## src/rtl/tremolo_pkg.sv

```systemverilog
// Shared types, constants and gain arithmetic for the tremolo_mc slice.
package tremolo_pkg;

  // The LFO level path is 8 bits wide regardless of the control word width.
  localparam int LEVEL_W = 8;
  localparam logic [LEVEL_W-1:0] LEVEL_MAX = 8'd255;
  localparam logic [8:0] GAIN_UNITY = 9'd256;

  // Mode input encodings.
  localparam logic [1:0] MODE_ENC_SQUARE     = 2'b00;
  localparam logic [1:0] MODE_ENC_TRIANGLE   = 2'b01;
  localparam logic [1:0] MODE_ENC_RAMP       = 2'b10;
  localparam logic [1:0] MODE_ENC_SQUARE_ALT = 2'b11;

  typedef enum logic [1:0] {
    MODE_SQUARE     = MODE_ENC_SQUARE,
    MODE_TRIANGLE   = MODE_ENC_TRIANGLE,
    MODE_RAMP       = MODE_ENC_RAMP,
    MODE_SQUARE_ALT = MODE_ENC_SQUARE_ALT
  } mode_e;

  // Depth-scaled attenuation of an LFO level, returned as a 9-bit gain.
  // Full attenuation maps to a hard zero so Depth=255 really mutes; zero
  // attenuation maps to 256 so the multiplier passes the sample unchanged.
  function automatic logic [8:0] level_to_gain(input logic [LEVEL_W-1:0] m,
                                               input logic [LEVEL_W-1:0] depth);
    logic [15:0] atten_full;
    logic [LEVEL_W-1:0] atten;
    atten_full = {8'd0, LEVEL_MAX - m} * {8'd0, depth} + {8'd0, LEVEL_MAX};
    atten = LEVEL_W'(atten_full >> 8);
    return (atten == LEVEL_MAX) ? 9'd0 : GAIN_UNITY - {1'b0, atten};
  endfunction

endpackage

```

## src/rtl/tremolo_lfo_shape.sv

```systemverilog
// Combinational LFO waveform: maps an 8-bit phase to an 8-bit level.
module tremolo_lfo_shape
  import tremolo_pkg::*;
(
  input  logic [LEVEL_W-1:0] p,
  input  mode_e              mode_q,
  input  logic [LEVEL_W-1:0] Duty_Cycle,
  output logic [LEVEL_W-1:0] m
);

  logic [LEVEL_W-1:0] p_mirror;

  assign p_mirror = LEVEL_MAX - p;

  // Level lookup for the latched waveform; both square encodings share the default arm.
  always_comb begin
    // NOTE: m gets a default before the case so no path leaves it unassigned (no latch).
    m = '0;
    case (mode_q)
      // Rising half doubles p, falling half doubles (255-p); both fit in 8 bits.
      MODE_TRIANGLE: m = p[LEVEL_W-1] ? {p_mirror[LEVEL_W-2:0], 1'b0}
                                      : {p[LEVEL_W-2:0], 1'b0};
      MODE_RAMP:     m = p_mirror;
      default:       m = (p <= Duty_Cycle) ? LEVEL_MAX : '0;
    endcase
  end

endmodule

```

## src/rtl/tremolo_mc.sv

```systemverilog
// Multi-channel tremolo: shared phase accumulator, per-channel phase spread,
// selectable LFO shape and a two-stage gain pipeline that also carries bypass.
module tremolo_mc
  import tremolo_pkg::*;
#(
  parameter int DATA_W      = 24,
  parameter int CHANNELS    = 2,
  parameter int CTRL_W      = 8,
  parameter int PHASE_W     = 24,
  parameter int RATE_OFFSET = 64,
  parameter int RATE_SHIFT  = 4
) (
  input  logic                       Lrck,
  input  logic                       Reset_n,
  input  logic                       Enable,
  input  logic                       Sync,
  input  logic [1:0]                 Mode,
  input  logic [CTRL_W-1:0]          Rate,
  input  logic [CTRL_W-1:0]          Depth,
  input  logic [CTRL_W-1:0]          Duty_Cycle,
  input  logic [CTRL_W-1:0]          Spread,
  input  logic [CHANNELS*DATA_W-1:0] D_In,
  output logic [CHANNELS*DATA_W-1:0] D_Out,
  output logic [CTRL_W-1:0]          Lfo_Out
);

  // Phase accumulator and mode latch.
  logic [PHASE_W-1:0] ph;
  logic [PHASE_W-1:0] rate_ext;
  logic [PHASE_W-1:0] step;
  logic [PHASE_W:0]   ph_sum;
  logic               wrap;
  mode_e              mode_q;

  // Control words reduced to the 8-bit level domain.
  logic [LEVEL_W-1:0] ph_top;
  logic [LEVEL_W-1:0] depth_lvl;
  logic [LEVEL_W-1:0] duty_lvl;
  logic [LEVEL_W-1:0] spread_lvl;

  // Pipeline: stage 1 holds sample and gain, stage 2 holds the product.
  logic [CHANNELS-1:0][8:0]        g_next;
  logic [CHANNELS-1:0][DATA_W-1:0] x_q;
  logic [CHANNELS-1:0][8:0]        g_q;
  logic [CHANNELS-1:0][DATA_W-1:0] y_next;
  logic [CHANNELS-1:0][DATA_W-1:0] y_q;

  assign rate_ext = PHASE_W'(Rate) + PHASE_W'(RATE_OFFSET);
  assign step     = rate_ext << RATE_SHIFT;
  assign ph_sum   = {1'b0, ph} + {1'b0, step};
  // Sync and a carry on the same edge count as a single wrap.
  assign wrap     = ph_sum[PHASE_W] | Sync;

  assign ph_top     = ph[PHASE_W-1 -: LEVEL_W];
  assign depth_lvl  = Depth[CTRL_W-1 -: LEVEL_W];
  assign duty_lvl   = Duty_Cycle[CTRL_W-1 -: LEVEL_W];
  assign spread_lvl = Spread[CTRL_W-1 -: LEVEL_W];

  // Advance the LFO phase; Sync or bypass parks it at zero, and Mode is only
  // taken on a wrap (or while bypassed) so a shape change never clicks mid-cycle.
  always_ff @(posedge Lrck or negedge Reset_n) begin
    if (!Reset_n) begin
      ph     <= '0;
      mode_q <= MODE_SQUARE;
    end else begin
      // NOTE: non-blocking updates, so stage 1 on this edge still sees the old ph and mode_q.
      if (Sync || !Enable) begin
        ph <= '0;
      end else begin
        ph <= ph_sum[PHASE_W-1:0];
      end
      if (!Enable || wrap) begin
        mode_q <= mode_e'(Mode);
      end
    end
  end

  // Per-channel phase offset, waveform, gain and scaling.
  for (genvar c = 0; c < CHANNELS; c++) begin : g_chan
    logic [LEVEL_W-1:0]       offset_c;
    logic [LEVEL_W-1:0]       p_c;
    logic [LEVEL_W-1:0]       m_c;
    logic signed [DATA_W+7:0] x_ext;
    logic signed [DATA_W+7:0] g_ext;
    logic signed [DATA_W+7:0] prod;

    assign offset_c = LEVEL_W'(c * spread_lvl);
    assign p_c      = ph_top + offset_c;

    tremolo_lfo_shape u_shape (
      .p          (p_c),
      .mode_q     (mode_q),
      .Duty_Cycle (duty_lvl),
      .m          (m_c)
    );

    assign g_next[c] = level_to_gain(m_c, depth_lvl);

    // Gain is at most 256, so the signed product fits in DATA_W+8 bits;
    // >>> 8 floors toward minus infinity and g=256 returns x exactly.
    assign x_ext     = {{8{x_q[c][DATA_W-1]}}, x_q[c]};
    assign g_ext     = {{(DATA_W-1){1'b0}}, g_q[c]};
    assign prod      = x_ext * g_ext;
    assign y_next[c] = DATA_W'(prod >>> 8);
  end

  // Stage 1: capture samples and gains; bypass forces unity so both modes share the delay.
  always_ff @(posedge Lrck or negedge Reset_n) begin
    if (!Reset_n) begin
      // NOTE: datapath registers are reset as well, so D_Out reads zero during and just after reset.
      x_q <= '0;
      g_q <= '0;
    end else begin
      x_q <= D_In;
      g_q <= Enable ? g_next : {CHANNELS{GAIN_UNITY}};
    end
  end

  // Stage 2: register the scaled samples.
  always_ff @(posedge Lrck or negedge Reset_n) begin
    if (!Reset_n) begin
      y_q <= '0;
    end else begin
      y_q <= y_next;
    end
  end

  assign D_Out   = y_q;
  assign Lfo_Out = CTRL_W'(g_q[0][8:1]);

endmodule

```

## config.mk

```make
export PLATFORM = sky130hd
export DESIGN_NAME = tremolo_mc
export DESIGN_NICKNAME = d
export VERILOG_FILES = /design/src/rtl/tremolo_pkg.sv /design/src/rtl/tremolo_lfo_shape.sv /design/src/rtl/tremolo_mc.sv
export SDC_FILE = /design/constraint.sdc
export NUM_CORES = 1
export LEC_CHECK = 0
export CAP_MARGIN = 10
export CORE_ASPECT_RATIO = 0.9
export CORE_MARGIN = 2
export CORE_UTILIZATION = 50
export DETAILED_ROUTE_END_ITERATION = 16
export HOLD_SLACK_MARGIN = 0.08
export PLACE_DENSITY = 0.69
export SLEW_MARGIN = 40
export SYNTH_ARGS = -nofsm -noshare
export SYNTH_HDL_FRONTEND = slang
export SYNTH_SLANG_ARGS = --single-unit
```

## constraint.sdc

```tcl
create_clock -name Lrck -period 15.8 [get_ports Lrck]
set_clock_uncertainty 0.2 [all_clocks]
set_input_delay 1.58 -clock Lrck [delete_from_list [all_inputs] [get_ports Lrck]]
set_output_delay 1.58 -clock Lrck [all_outputs]
set_load 0.01 [all_outputs]
```

==> results of run 1 <==
[cells by family (layout without fill, tap and decap cells)]
group                    Yosys count  in the layout
AO/OA/AOI/OAI                    219            219
XOR/XNOR                         108            108
adder cells (fa/ha/maj)          660            660
buffers and inverters            577            671
flip-flops                       136            136
multiplexers                       4              4
AND/OR/NAND/NOR                  827            827
[critical path: cells and delay by family]
kind / cells / cell delay, ns
adder cells (fa/ha/maj): 7 / 2.97
XOR/XNOR: 1 / 0.26
AO/OA/AOI/OAI: 11 / 3.35
buffers and inverters: 5 / 0.67
AND/OR/NAND/NOR: 6 / 1.27
[through the flow]
| step | worst slack [ns] | cells | cell area [µm²] |
|---|---|---|---|
| 6_report | 5.86 | 3249 | 26500 |
| 2_1_floorplan | 6.65 | 2531 | 24000 |
| 5_1_grt | 5.20 | 3249 | 26500 |
| 3_5_place_dp | 5.48 | 3217 | 25900 |
| 4_1_cts | 6.00 | 3248 | 26500 |
| 3_3_place_gp | 5.28 | 3217 | 25900 |
[cell usage in the layout (no fill, tap or decap), drive strengths merged, types with 7 or more instances in the layout]
master	synthesis	final
nand3	38	38
nor4	7	7
inv	497	497
o21ai	28	28
xor2	29	29
nand2b	11	11
o21bai	11	11
a21o	21	21
clkbuf	65	21
a31oi	12	12
nand2	232	232
nor2	80	80
nor2b	28	28
a211oi	9	9
or3	9	9
ha	236	236
xnor2	73	73
clkdlybuf4s50	0	140
and2	321	321
fa	424	424
a21oi	59	59
and3	16	16
a221oi	7	7
o21a	14	14
dfrtp	136	136
nand4	20	20
o211ai	11	11
or2	14	14
nor3	30	30
[routing by layer]
layer	track usage (%)	wire length, µm	up-vias
met4	7.01	944	2
met1	32.1	25200	8794
met2	38.4	25700	450
met5	0	8	-
met3	4.15	3060	65
li1	-	-	7989
[sequential cells by signal (all words and copies together), names as in the netlist]
name	flops
D_Out	48
Lfo_Out	8
g_chan.g_ext	10
g_chan.x_ext	48
mode_q	2
ph	20
[final timing paths]
path | start | to | slack (ns) | cells past startpoint
setup / recovery | Spread[1] | g_chan[1].g_ext[5] | 5.86 | 30
hold / removal | mode_q[1] | mode_q[1] | 0.36 | 1
setup reg to reg | ph[16] | g_chan[1].g_ext[5] | 6.93 | 29
hold reg to reg | mode_q[1] | mode_q[1] | 0.36 | 1
max in group asynchronous | Reset_n | g_chan[1].x_ext[16] | 13.52 | 2
min in group asynchronous | Reset_n | D_Out[10] | 0.92 | 1
[cell type report]
class,count,area share (%)
multi-input cells,1818,69.5
flip-flops and latches,136,12.9
inverters,497,7.04
repair buffers,143,5.43
well taps,624,2.95
clock buffers,19,1.63
clock inverters,12,0.581
==> impl_results.md, run 1 <==
- # DRC: 0
- Core ar.: 0.0476 mm²
- Max-slew violations: 0
- Synth Area in Compound Gates: 6.37%
- CP Class: input port to flop
- Hold-fix buffers, CTS: 0
- Largest net degree at the start of global routing: 81
- Fraction of registers with async set/reset: 100%
- Die width: 235 µm
- Hold_ws: 0.358 ns
- Drt initial violations: 904
- Most frequent cells after synthesis: inv_1 (497), fa_1 (424), and2_1 (321)
- Largest family of logic cells by synthesized area: adder cells
- Netlist cell types: 75
- Post-synthesis instance total: 2531
- Final RePlAce weighted congestion: 0.898
- Peak Freq: 101 MHz
- Register area: 0.00342 mm²
- Worst-margin pin slew: 0.875 ns
- Post-cts resize count: 0
- Post-CTS setup buffer count: 0
- Slowest Stage Delay on Critical Path: 0.70 ns
- Die Area: 0.0498 mm²
- Arrival @ worst endpoint: 10.10 ns
- Crit. End Element: flop
- Root Buffer: clkbuf_16
- Global route overflow: 0
- Simple-Gate Fraction of Synth Area: 18.2%
- CTS Buf Count: 17
- GRT Resource Usage Total: 23.5%
- Via count: 17300
- Synth warn: 0
- Setup violators final: 0
- Fin crit share: 62.9%
- Row cnt: 76
- Detail Route Antenna Nets: 0
- Register area share after synthesis: 14.2%
- Initial antenna violation count: 2
- Detail Placement HPWL: 43.0 mm
- Initial core utilization: 50.4%
- Net count, final: 3359
- Synthesized area: 0.0240 mm²
- Chip Height: 212 µm
- Fill cell count: 4116
- Post-Synth XOR/XNOR Area: 4.28%
- Layout area overhead: 10.3%
- Unrepaired setup endpoints after global routing: no
- Area occupied by multi-input gates: 0.0184 mm²
- I/O Pins: 142
- Count leader, synth: inv_1
- Yosys top cell by area: fa_1
- Register bit total from synthesis: 136
- Htree depth: 4
- Wire per inst: 16.9 µm
- Post-layout minimum cycle time: 9.94 ns
- Core Util, Final: 55.6%
- # diodes: 0
- DR pass1 iterations: 6
- Vias in the first global route: 18748
- Drt via density: 5.32
- Yosys top cell area share: 35.3%
- Run status: completed
- Hold Fails Final Rpt: 0
- Clock transition at path regs: 0.06 ns
- First-pass GRT wire length: 93.5 mm
- Total of max-cap violations: 0
- Port bufs: 141
- Layout cell share with drive strength beyond 1: 2.78%
- WP data required: 15.96 ns
- Min-delay worst type: flop to flop
- Clk sinks: 136
- Drt total wl: 54.9 mm
- Post-synth EDFFs: 0
- Mapped Avg Cell Area: 9.49 µm²
- Synth area leaders: fa_1 (35%), dfrtp_1 (14%), ha_1 (12%), and2_1 (8.4%), inv_1 (7.8%)
- Post-route setup TNS: 0 ns
- Synth Area in Adders: 47.6%
- Syn_nets: 3277
- Clk buf depth: 2
- Clk_lat worst skew: 0.49 ns
- Max_slew headroom: 41.7%
- CTS tree: built
- Post-synthesis mux area share: 0.177%
- Slowest cell on crit path: o21a_2
- Worst setup SP type: input port
- CP max FO: 48
- Dominant synthesized flop cell: dfrtp_1
Power of run 1 is left out: the tool's default activity adds up to more than one toggle a clock period on the data nets, which glitch-free logic cannot reach.
==> inputs of run 2 (changes only) <==
--- a/config.mk
+++ b/config.mk
@@ -11,7 +11,7 @@
 export CORE_UTILIZATION = 50
 export DETAILED_ROUTE_END_ITERATION = 16
 export HOLD_SLACK_MARGIN = 0.08
-export PLACE_DENSITY = 0.69
+export PLACE_DENSITY = 0.71
 export SLEW_MARGIN = 40
 export SYNTH_ARGS = -nofsm -noshare
 export SYNTH_HDL_FRONTEND = slang
==> constraint.sdc (replaced) <==
create_clock -name Lrck -period 8.4 [get_ports Lrck]
set_clock_uncertainty 0.2 [all_clocks]
set_input_delay 0.84 -clock Lrck [delete_from_list [all_inputs] [get_ports Lrck]]
set_output_delay 0.84 -clock Lrck [all_outputs]
set_load 0.01 [all_outputs]
==> run 2 against run 1 <==
  * Non-clock buffer count grew 49
  * Register-to-register slack got worse by 6.3 ns
  * Sequential share of layout area is 0.29 points lower
  * Cell count up 1.5%
  * Die area is the same
  * Via count rose by 1.6%
  * Flip-flop and latch count is the same
  * Critical path type unchanged
  * Critical endpoint is now g_chan[1].g_ext[2]
==> impl_results.md, run 2 (synthesis results as in run 1) <==
- Hold Fails Final Rpt: 0 (unchanged)
- First-pass GRT wire length: 94.0 mm (+0.50%)
- Largest net degree at the start of global routing: 83 (+2.5%)
- CP Class: input port to flop
- Placed Area: 0.0262 mm² (+1.2%)
- Arrival @ worst endpoint: 8.24 ns (-1.86 ns)
- CP max FO: 12 (-75%)
- Min-delay worst type: input port to asynchronous set/reset pin
- Worst setup SP type: input port
- Port bufs: 141 (unchanged)
- Via count: 17583 (+1.6%)
- Detail Route Antenna Nets: 0 (unchanged)
- Vias in the first global route: 19051 (+1.6%)
- Clock transition at path regs: 0.06 ns (about the same)
- Drt initial violations: 1011 (+12%)
- Hold-fix buffers, CTS: 0 (unchanged)
- Clk_lat worst skew: 0.48 ns (about the same)
- Total of max-cap violations: 0 (unchanged)
- Crit. End Element: flop
- Wire per inst: 16.8 µm (-0.42%)
- Net count, final: 3409 (+1.5%)
- Detail Placement HPWL: 43.8 mm (+1.8%)
- Die Area: 0.0498 mm² (unchanged)
- CTS tree: built
- I/O Pins: 142 (unchanged)
- Layout area overhead: 12.9%
- Register area: 0.00342 mm² (about the same)
- Final RePlAce weighted congestion: 0.910 (+1.3%)
- Commonest non-fill, non-tap cell in the layout: inv_1
- Clk sinks: 136 (unchanged)
- Run status: completed
- DR pass1 iterations: 5 (-1)
- Max-slew violations: 0 (unchanged)
- Core ar.: 0.0476 mm² (unchanged)
- Final instance area: 0.0271 mm² (+2.4%)
- Fill cell count: 4109 (-0.17%)
- Peak Freq: 124 MHz
- Slowest cell on crit path: fa_1
- Post-layout minimum cycle time: 8.09 ns
- Htree depth: 4 (unchanged)
- Initial antenna violation count: 0 (-2)
- Layout cell share with drive strength beyond 1: 5.46% (+2.7 points)
- # DRC: 0 (unchanged)
- Root Buffer: clkbuf_16
- Max_slew headroom: 46.4% (+4.8 points)
- Setup violators final: 0 (unchanged)
- Drt total wl: 55.4 mm (+1.1%)
- Global route overflow: 0 (unchanged)
- Row cnt: 76 (unchanged)
- Area occupied by multi-input gates: 0.0186 mm² (+0.80%)
- Fin crit share: 96.3%
- Drt via density: 5.33 (+0.13%)
- # diodes: 0 (unchanged)
- Commonest non-fill, non-tap cells in the layout: inv_1 (497), fa_1 (423), and2_1 (321), ha_1 (235), nand2_1 (231)
- Most Frequent Cell on Critical Path: ha_1
- Chip Height: 212 µm (unchanged)
- Slowest Stage Delay on Critical Path: 0.48 ns (-0.22 ns)
- GRT Resource Usage Total: 23.5% (+0.028 points)
- WP data required: 8.55 ns (-7.41 ns)
- Worst-margin pin slew: 0.803 ns (-0.0714 ns)
- Initial core utilization: 50.4% (unchanged)
- Clk buf depth: 2 (unchanged)
- Die width: 235 µm (unchanged)
- CTS Buf Count: 17 (unchanged)
- Hold_ws: 0.209 ns (-0.149 ns)
run 2: changes by cell type in the layout (fill, tap and decap cells not counted), sizes merged:
cell / change
clkinv: -3
bufinv: +5
buf: +50
o21a: +1
clkbuf: -2
clkinvlp: -2
run 2: critical path, delay by kind of cell:
| kind | cells | cell delay (ns) |
|---|---|---|
| adders and majority gates | 7 | 2.62 |
| and+or+nand+nor | 9 | 1.74 |
| AOI/OAI and AO/OA | 8 | 1.64 |
| buffers and inverters | 6 | 0.93 |
| xor gates and xnor gates | 2 | 0.46 |
run 2: cell type report:
cell class | count | share of cell area, %
clock buffers | 18 | 1.58
clock inverters | 12 | 1.01
inverters | 497 | 6.88
multi-input cells | 1819 | 68.4
flip-flops and latches | 136 | 12.6
well taps | 624 | 2.88
repair buffers | 192 | 6.64
run 2: worst paths after layout:
kind,startpoint,to,slack [ns],cells past startpoint
max,Spread[1],g_chan[1].g_ext[2],0.31,32
min,Reset_n,D_Out[13],0.21,1
max reg2reg,ph[17],g_chan[1].g_ext[2],0.63,31
min reg2reg,mode_q[0],mode_q[0],0.36,1
max in group asynchronous,Reset_n,D_Out[43],6.60,2
min in group Lrck,mode_q[0],mode_q[0],0.36,1
run 2: timing repair:
action / in CTS / in global routing
endpoints found under the setup margin: 0 / 9
buffers inserted: 0 / 6
endpoints found under the hold margin: 0 / 0
resized for setup: 0 / 29
run 2: through the flow:
stage          TNS (ns)  utilization (%)  setup slack (ns)  instances
2_1_floorplan         0                -            0.0641       2531
3_3_place_gp     -0.855             55.0            -0.123       3261
3_5_place_dp      -3.43             55.0            -0.405       3261
4_1_cts               0             56.5             0.118       3291
5_1_grt          -0.200             56.9           -0.0420       3298
6_report              0             56.9             0.308       3298
run 2: per-layer routing:
| layer | wire [µm] | global-route usage, % | share of wire, % | up-vias |
|---|---|---|---|---|
| li1 | - | - | - | 8093 |
| met1 | 25000 | 32.2 | 45 | 8923 |
| met2 | 26500 | 39.1 | 48 | 499 |
| met3 | 3030 | 3.72 | 5.5 | 68 |
| met4 | 960 | 6.44 | 1.7 | 0 |
| met5 | 0 | 0 | 0 | - |
Power of run 2 is left out for the same reason.
==> inputs of run 3 (changes only) <==
--- a/config.mk
+++ b/config.mk
@@ -9,6 +9,7 @@
 export CORE_ASPECT_RATIO = 0.9
 export CORE_MARGIN = 2
 export CORE_UTILIZATION = 50
+export CTS_BUF_LIST = sky130_fd_sc_hd__clkbuf_8
 export DETAILED_ROUTE_END_ITERATION = 16
 export HOLD_SLACK_MARGIN = 0.08
 export PLACE_DENSITY = 0.71
==> run 3 against run 2 <==
  * Register-to-register slack worse by 0.04 ns
  * Count of clock-buffer cells in the layout down 1
  * First-iteration DRC count up 3.9%
  * Non-clock buffer count down 1
  * Flip-flop and latch count unchanged
  * Final area down 0.85%
  * Critical endpoint unchanged
  * Highest routed layer unchanged
==> impl_results.md, run 3 (synthesis results as in run 1) <==
- CP max FO: 17 (+5)
- Fin crit share: 95.9% (-0.47 points)
- Largest net degree at the start of global routing: 83 (unchanged)
- First-pass GRT wire length: 93.8 mm (-0.20%)
- # DRC: 0 (unchanged)
- Root Buffer: clkbuf_8
- Layout area overhead: 12.0%
- Initial core utilization: 50.4% (unchanged)
- Pre-CTS setup slack: -0.405 ns (unchanged)
- Clk_lat worst skew: 0.56 ns (+0.08 ns)
- Final WS setup: 0.347 ns (+0.0395 ns)
- Fill cell count: 4132 (+0.56%)
- Post-layout minimum cycle time: 8.05 ns (-0.0395 ns)
- Final RePlAce weighted congestion: 0.910 (unchanged)
- Core ar.: 0.0476 mm² (unchanged)
- Die width: 235 µm (unchanged)
- Die Area: 0.0498 mm² (unchanged)
- Slowest Stage Delay on Critical Path: 0.55 ns (+0.07 ns)
- Clock transition at path regs: 0.09 ns (+0.03 ns)
- Commonest non-fill, non-tap cell in the layout: inv_1
- Crit. End Element: flop
- Global route overflow: 0 (unchanged)
- Port bufs: 141 (unchanged)
- Drt via density: 5.31 (-0.37%)
- DR pass1 iterations: 5 (unchanged)
- Row cnt: 76 (unchanged)
- Min-delay worst type: input port to asynchronous set/reset pin
- Drt initial violations: 1050 (+3.9%)
- Flop2flop setup slack: 0.59 ns (-0.04 ns)
- Initial antenna violation count: 0 (unchanged)
- Htree depth: 4 (unchanged)
- CTS Buf Count: 17 (unchanged)
- Detail Route Antenna Nets: 0 (unchanged)
- Max-slew violations: 0 (unchanged)
- Hold Fails Final Rpt: 0 (unchanged)
- Max_slew headroom: 44.8% (-1.7 points)
- # diodes: 0 (unchanged)
- Slowest cell on crit path: fa_1
- Clk buf depth: 2 (unchanged)
- Drt total wl: 55.4 mm (-0.10%)
- Commonest non-fill, non-tap cells in the layout: inv_1 (498), fa_1 (424), and2_1 (321), ha_1 (236), nand2_1 (231)
- Worst-margin pin slew: 0.829 ns (+0.0252 ns)
- I/O Pins: 142 (unchanged)
- Arrival @ worst endpoint: 8.27 ns (+0.03 ns)
- Net count, final: 3408 (-0.029%)
- Chip Height: 212 µm (unchanged)
- Layout cell share with drive strength beyond 1: 5.20% (-0.26 points)
- CTS tree: built
- CP Class: input port to flop
- Setup violators final: 0 (unchanged)
- Via count: 17513 (-0.40%)
- Wire per inst: 16.8 µm (about the same)
- Most Frequent Cell on Critical Path: fa_1
- WP data required: 8.62 ns (+0.07 ns)
- Total of max-cap violations: 0 (unchanged)
- GRT Resource Usage Total: 23.5% (-0.034 points)
- Peak Freq: 124 MHz (+0.49%)
- Run status: completed
- Worst setup SP type: input port
- Vias in the first global route: 19013 (-0.20%)
- Clk sinks: 136 (unchanged)
- Detail Placement HPWL: 43.8 mm (unchanged)
run 3: through the flow:
| stage | util, % | TNS (ns) | hold slack [ns] | area (µm²) | cells |
|---|---|---|---|---|---|
| CTS | 56.1 | 0 | 0.127 | 26700 | 3291 |
| finish | 56.5 | 0 | 0.123 | 26900 | 3297 |
| global route | 56.5 | -0.0403 | 0.152 | 26900 | 3297 |
| global placement | 55.0 | -0.855 | 0.339 | 26200 | 3261 |
| floorplan | - | 0 | 0.306 | 24000 | 2531 |
| detailed placement | 55.0 | -3.43 | 0.348 | 26200 | 3261 |
run 3: area by class of cell:
type,instances,area (µm²),share of cell area [%]
Multi-Input combinational cell,1819,18500,68.9
Sequential cell,136,3420,12.7
Inverter,497,1870,6.94
Timing Repair Buffer,191,1790,6.67
Tap cell,624,781,2.90
Clock inverter,13,278,1.03
Clock buffer,17,234,0.870
run 3: worst paths after layout:
kind | from | endpoint | depth (start not counted)
max in group asynchronous | Reset_n | D_Out[43] | 2
min | Reset_n | D_Out[13] | 1
min in group Lrck | mode_q[0] | mode_q[0] | 1
min reg2reg | mode_q[0] | mode_q[0] | 1
max | Spread[1] | g_chan[1].g_ext[2] | 32
max reg2reg | ph[17] | g_chan[1].g_ext[2] | 31
run 3: critical path, delay by kind of cell:
| family | cells | cell delay, ns |
|---|---|---|
| adder cells (fa/ha/maj) | 7 | 2.87 |
| AND/OR/NAND/NOR | 7 | 1.21 |
| AO/OA/AOI/OAI | 10 | 1.95 |
| XOR/XNOR | 2 | 0.46 |
| buffers and inverters | 6 | 0.94 |
run 3: layer usage:
metal  vias to the layer above  global-route usage [%]  part of all wire (%)
li1                       8085                       -                     -
met1                      8902                    32.1                    45
met2                       467                    39.0                    48
met3                        59                    3.90                   5.5
met4                         0                    6.09                   1.6
met5                         -                       0                     0
run 3: timing repair:
action | 4_1_cts | 5_1_grt
hold buffers | 0 | 0
endpoints found under the setup margin | 0 | 9
gates resized for setup | 0 | 23
setup buffers | 0 | 5
Power of run 3 is left out for the same reason.
